### config.mk
export PLATFORM = sky130hd
export DESIGN_NAME = mem_block_initiator
export DESIGN_NICKNAME = d
export VERILOG_FILES = /design/src/rtl/mem_block_initiator.sv
export SDC_FILE = /design/constraint.sdc
export NUM_CORES = 1
export LEC_CHECK = 0
export CAP_MARGIN = 20
export CORE_MARGIN = 3
export CORE_UTILIZATION = 40
export DETAILED_ROUTE_END_ITERATION = 16
export PLACE_DENSITY = 0.81
export SETUP_SLACK_MARGIN = 0.4
export SYNTH_ARGS = -nofsm -noshare
export SYNTH_HDL_FRONTEND = slang
export SYNTH_SLANG_ARGS = --single-unit
### constraint.sdc
create_clock -name clk -period 2.52 [get_ports clk]
set_clock_uncertainty 0.1 [all_clocks]
set_input_delay 0.504 -clock clk [delete_from_list [all_inputs] [get_ports clk]]
set_output_delay 0.504 -clock clk [all_outputs]
set_load 0.02 [all_outputs]
### src/rtl/mem_block_initiator.sv
// mem_block_initiator: initiator side of the 64-bit block port into main_memory.
// Takes one block request at a time (READ, WRITE, WB_FILL, reserved), runs the
// write phase, a one-cycle gap and/or the read phase with MEM_LATENCY-cycle
// holds, then pulses exactly one response.
// Optional build macro MEM_INITIATOR_STATS_EN adds saturating stat_reads and
// stat_writes phase counters.
module mem_block_initiator #(
  parameter int unsigned MEM_LATENCY = 2
) (
  input  logic        clk,
  input  logic        rst,
  input  logic        req_valid,
  output logic        req_ready,
  input  logic [1:0]  req_op,
  input  logic [9:0]  req_addr,
  input  logic [9:0]  req_wb_addr,
  input  logic [63:0] req_data,
  output logic        rsp_valid,
  output logic        rsp_err,
  output logic [63:0] rsp_data,
  output logic        mem_write,
  output logic [9:0]  mem_address,
  output logic [63:0] mem_write_data,
  input  logic [63:0] mem_read_data
`ifdef MEM_INITIATOR_STATS_EN
  ,
  output logic [15:0] stat_reads,
  output logic [15:0] stat_writes
`endif
);

  typedef enum logic [2:0] {IDLE, WRITE, GAP, READ, DONE} state_t;

  localparam logic [1:0] OP_READ    = 2'b00;
  localparam logic [1:0] OP_WRITE   = 2'b01;
  localparam logic [1:0] OP_WB_FILL = 2'b10;
  localparam logic [1:0] OP_RSVD    = 2'b11;
  localparam logic [3:0] LAT_M1     = 4'(MEM_LATENCY - 1);

  state_t      state_reg, state_next;
  logic [3:0]  cnt_reg, cnt_next;
  logic [1:0]  op_reg, op_next;
  logic [6:0]  addr_reg, addr_next;          // read block index, kept for WB_FILL
  logic [9:0]  mem_address_reg, mem_address_next;
  logic [63:0] mem_write_data_reg, mem_write_data_next;
  logic        mem_write_reg;
  logic [63:0] rsp_data_reg;
  logic        capture;
  logic        read_done;
  logic        write_done;

  // Only the block index of the addresses matters; the byte offset is dropped.
  logic unused_offset;
  assign unused_offset = ^{req_addr[2:0], req_wb_addr[2:0]};

  // Next-state, phase counter and memory-port values for the next cycle.
  always_comb begin
    state_next          = state_reg;
    cnt_next            = cnt_reg;
    op_next             = op_reg;
    addr_next           = addr_reg;
    mem_address_next    = mem_address_reg;
    mem_write_data_next = mem_write_data_reg;
    capture             = 1'b0;
    read_done           = 1'b0;
    write_done          = 1'b0;
    case (state_reg)
      IDLE: begin
        if (req_valid) begin
          op_next   = req_op;
          addr_next = req_addr[9:3];
          case (req_op)
            OP_READ: begin
              state_next       = READ;
              cnt_next         = LAT_M1;
              mem_address_next = {req_addr[9:3], 3'b000};
            end
            OP_WRITE: begin
              state_next          = WRITE;
              cnt_next            = LAT_M1;
              mem_address_next    = {req_addr[9:3], 3'b000};
              mem_write_data_next = req_data;
            end
            OP_WB_FILL: begin
              state_next          = WRITE;
              cnt_next            = LAT_M1;
              mem_address_next    = {req_wb_addr[9:3], 3'b000};
              mem_write_data_next = req_data;
            end
            default: state_next = DONE;   // reserved op: error response, no memory access
          endcase
        end
      end
      WRITE: begin
        if (cnt_reg == 4'd0) begin
          state_next = GAP;
          write_done = 1'b1;
        end else begin
          cnt_next = cnt_reg - 4'd1;
        end
      end
      GAP: begin
        // Strobe is already low here, so the read address never overlaps a write.
        if (op_reg == OP_WB_FILL) begin
          state_next       = READ;
          cnt_next         = LAT_M1;
          mem_address_next = {addr_reg, 3'b000};
        end else begin
          state_next = DONE;
        end
      end
      READ: begin
        if (cnt_reg == 4'd0) begin
          state_next = DONE;
          capture    = 1'b1;
          read_done  = 1'b1;
        end else begin
          cnt_next = cnt_reg - 4'd1;
        end
      end
      DONE:    state_next = IDLE;
      default: state_next = IDLE;
    endcase
  end

  // State, request fields and registered memory-port outputs.
  always_ff @(posedge clk) begin
    if (rst) begin
      state_reg          <= IDLE;
      cnt_reg            <= 4'd0;
      op_reg             <= 2'b00;
      addr_reg           <= 7'd0;
      mem_address_reg    <= 10'd0;
      mem_write_data_reg <= 64'd0;
      mem_write_reg      <= 1'b0;
      rsp_data_reg       <= 64'd0;
    end else begin
      state_reg          <= state_next;
      cnt_reg            <= cnt_next;
      op_reg             <= op_next;
      addr_reg           <= addr_next;
      mem_address_reg    <= mem_address_next;
      mem_write_data_reg <= mem_write_data_next;
      mem_write_reg      <= (state_next == WRITE);
      if (capture) rsp_data_reg <= mem_read_data;
    end
  end

  assign req_ready      = (state_reg == IDLE);
  assign rsp_valid      = (state_reg == DONE);
  assign rsp_err        = (state_reg == DONE) && (op_reg == OP_RSVD);
  assign rsp_data       = rsp_data_reg;
  assign mem_write      = mem_write_reg;
  assign mem_address    = mem_address_reg;
  assign mem_write_data = mem_write_data_reg;

`ifdef MEM_INITIATOR_STATS_EN
  logic [15:0] stat_reads_reg;
  logic [15:0] stat_writes_reg;

  // Saturating counts of completed read and write phases.
  always_ff @(posedge clk) begin
    if (rst) begin
      stat_reads_reg  <= 16'd0;
      stat_writes_reg <= 16'd0;
    end else begin
      if (read_done && stat_reads_reg != 16'hFFFF) stat_reads_reg <= stat_reads_reg + 16'd1;
      if (write_done && stat_writes_reg != 16'hFFFF) stat_writes_reg <= stat_writes_reg + 16'd1;
    end
  end

  assign stat_reads  = stat_reads_reg;
  assign stat_writes = stat_writes_reg;
`else
  logic unused_done;
  assign unused_done = read_done ^ write_done;
`endif

endmodule

==> flow_summary.toml <==
[run_status]
status = "finished clean"

[drt]
ant_nets = 0
wl_per_cell_um = 15.10
totalWireLength_um = 17720
drtIter0Drc = 272
avgViaCountPerCell = 4.886
dr.pass1.iters = 5
vias = 5731
drc = 0

[timing]
rsz0062_at_grt = "no"
timing.fmax_mhz = 489.5
setup_viol = 0
slew_headroom_pct = 66.62
timing.final.crit_share_pct = 81.07
period_minus_slack_ns = 2.043
slew_violations = 0
hold_viol = 0
tns_ns = 0
fin_ws_ns = 0.4770
worstMarginPinSlew_ns = 0.5007

[global_route]
grt-ovfl-total = 0
grt_max_degree = 90
grt_pass1_vias = 5598
antenna_found_initial = 0
grt_usage_pct = 22.12
grt_first_pass_wirelength_um = 28320

[setup_path]
path_max_fanout = 15
cp_num_buf_inv = 1
crit_path_cell_trace = "nor3b_4 -> clkdlybuf4s15_1"
worstPathArrival_ns = 1.44
crit_family = "flip-flops"
required_ns = 1.92
cp-end-kind = "output pin"
critical_path.startpoint_type = "flop"
crit_type = "flop to output pin"
slowest_delay_ns = 0.40
crit_slowest_cell = "dfxtp_4"

[die]
dieWidth_um = 125.0
initial_utilization_pct = 41.75
coreArea_um2 = 13560
dieArea_um2 = 15620
ios = 295
rows = 42
die_h_um = 125.0

[run]
cap_violations = 0

[power_and_ir_drop]
leakage_nw = 3.340
p_per_area_nw_per_um2 = 679.0
peakVddDrop_mv = 0.7099
finalPower_mw = 6.346

[yosys]
async_flop_share_pct = 0
ys_warn_count = 0
synth_edf_count = 0
ys_seq_area_share_pct = 53.76
syn_avg_cell_area_um2 = 7.884
ys.flop_type = "dfxtp_1"
syn_area_um2 = 5660
synth-seq-cells = 152
synth_cell_types = 34
syn_inst = 718

[final_layout]
area_growth_pct = 65.12
final_cell_mix = "nand2_1, clkdlybuf4s50_1, dfxtp_1"
diodes = 0
final_nets = 1144
fin_util_pct = 68.94
layout.cells.most_common = "nand2_1"
drive_gt1_share_pct = 6.118

[cts]
cts_buffers = 17
cts_buffer_depth = 2
clock-sinks = 152
cts.reportedPaths.clkPinSlew_ns = 0.06
cts_tree = "built"
h-tree-depth = 4
cts-root-buf = "clkbuf_16"
post-cts-setup-buffers = 0
clk_latency_ns = 0.41

[placement]
post-dp-hpwl_um = 12000
place_congestion = 0.8359
portBuffers = 285
place_ws_ns = -0.05694

[worst_hold_path]
worstHoldPathType = "flop to flop"
## timing repair
item	CTS	global route
hold buffers	0	0
pin swaps	0	2
hold endpoints to repair	0	0
endpoints found under the setup margin	13	10
resized for setup	8	7
## layout make-up
type / instances / area (µm²)
fillers: 1073 / 4212
flip-flops and latches: 152 / 3047
repair buffers: 300 / 3010
multi-input cells: 509 / 2406
clock buffers: 21 / 480.5
well taps: 176 / 220.2
clock inverters: 11 / 167.7
inverters: 4 / 15.01
## worst paths after layout
| check | from | end | slack [ns] | cells after the start |
|---|---|---|---|---|
| max | state_reg[1] | rsp_valid | 0.48 | 2 |
| min reg2reg | mem_write_data[21] | mem_write_data[21] | 0.35 | 2 |
| max reg2reg | cnt_reg[0] | mem_write | 0.54 | 6 |
| min | mem_write_data[21] | mem_write_data[21] | 0.35 | 2 |
## stage by stage
| stage | hold slack [ns] | cell area [µm²] | instances |
|---|---|---|---|
| after detailed placement | 0.3456 | 8678 | 1141 |
| after floorplan | 0.3367 | 5673 | 720 |
| after global routing | 0.3669 | 9346 | 1173 |
| final | 0.3512 | 9346 | 1173 |
| after global placement | 0.3403 | 8678 | 1141 |
| after CTS | 0.3534 | 9333 | 1173 |
## where the power goes
group          internal (mW)  leakage, nW  switching (mW)
Combinational          0.518         1.79           0.493
Clock                   1.76        0.315           0.985
Sequential              2.52         1.23          0.0676
Total                   4.80         3.34            1.55
## synth_stat cells (all sizes together), types with 2 or more instances
cell    number  area [µm²]
mux2i        7       70.07
nand2      284        1066
o21a         2       15.01
nor4b        2       17.52
nor3         4       20.02
a21oi      147       735.7
a211o        7       61.31
nand2b       3       18.77
clkbuf      33       123.9
nor4         3       18.77
dfxtp      152        3043
ha           7       87.58
nor3b        2       15.01
buf         22       120.1
nor2b        2       12.51
nor2        14       52.55
and3         2       12.51
o21ai        3       15.01
nand3        2       10.01
inv          4       15.01
nand3b       3       22.52
or3b         2       17.52
## routing by layer
metal	vias to the layer above	routed length (µm)	global-route usage, %
met3	22	1567	8.785
met5	-	0	0
met2	224	8643	37.68
met1	2617	7167	25.45
li1	2868	-	-
met4	0	336	7.270
## logic make-up (layout without fill, tap and decap cells)
logic type / count (synthesis) / in the layout / synth area share [%]
buffers and inverters: 59 / 336 / 4.576
other: 1 / 3 / 0.06625
XOR/XNOR: 1 / 1 / 0.1548
adder cells (fa/ha/maj): 7 / 7 / 1.547
AND/OR/NAND/NOR: 327 / 327 / 23.30
flip-flops: 152 / 152 / 53.76
AO/OA/AOI/OAI: 164 / 164 / 15.36
multiplexers: 7 / 7 / 1.238
## worst reg2reg max path: cells and delay by family, from the launching register on
family	cells	cell delay [ns]
and+or+nand+nor	2	0.67
DFF	1	0.34
adders and majority gates	1	0.21
xor gates and xnor gates	1	0.16
buffers and inverters	1	0.06
AOI/OAI and AO/OA	1	0.34
Power figures use the tool's default switching activity.
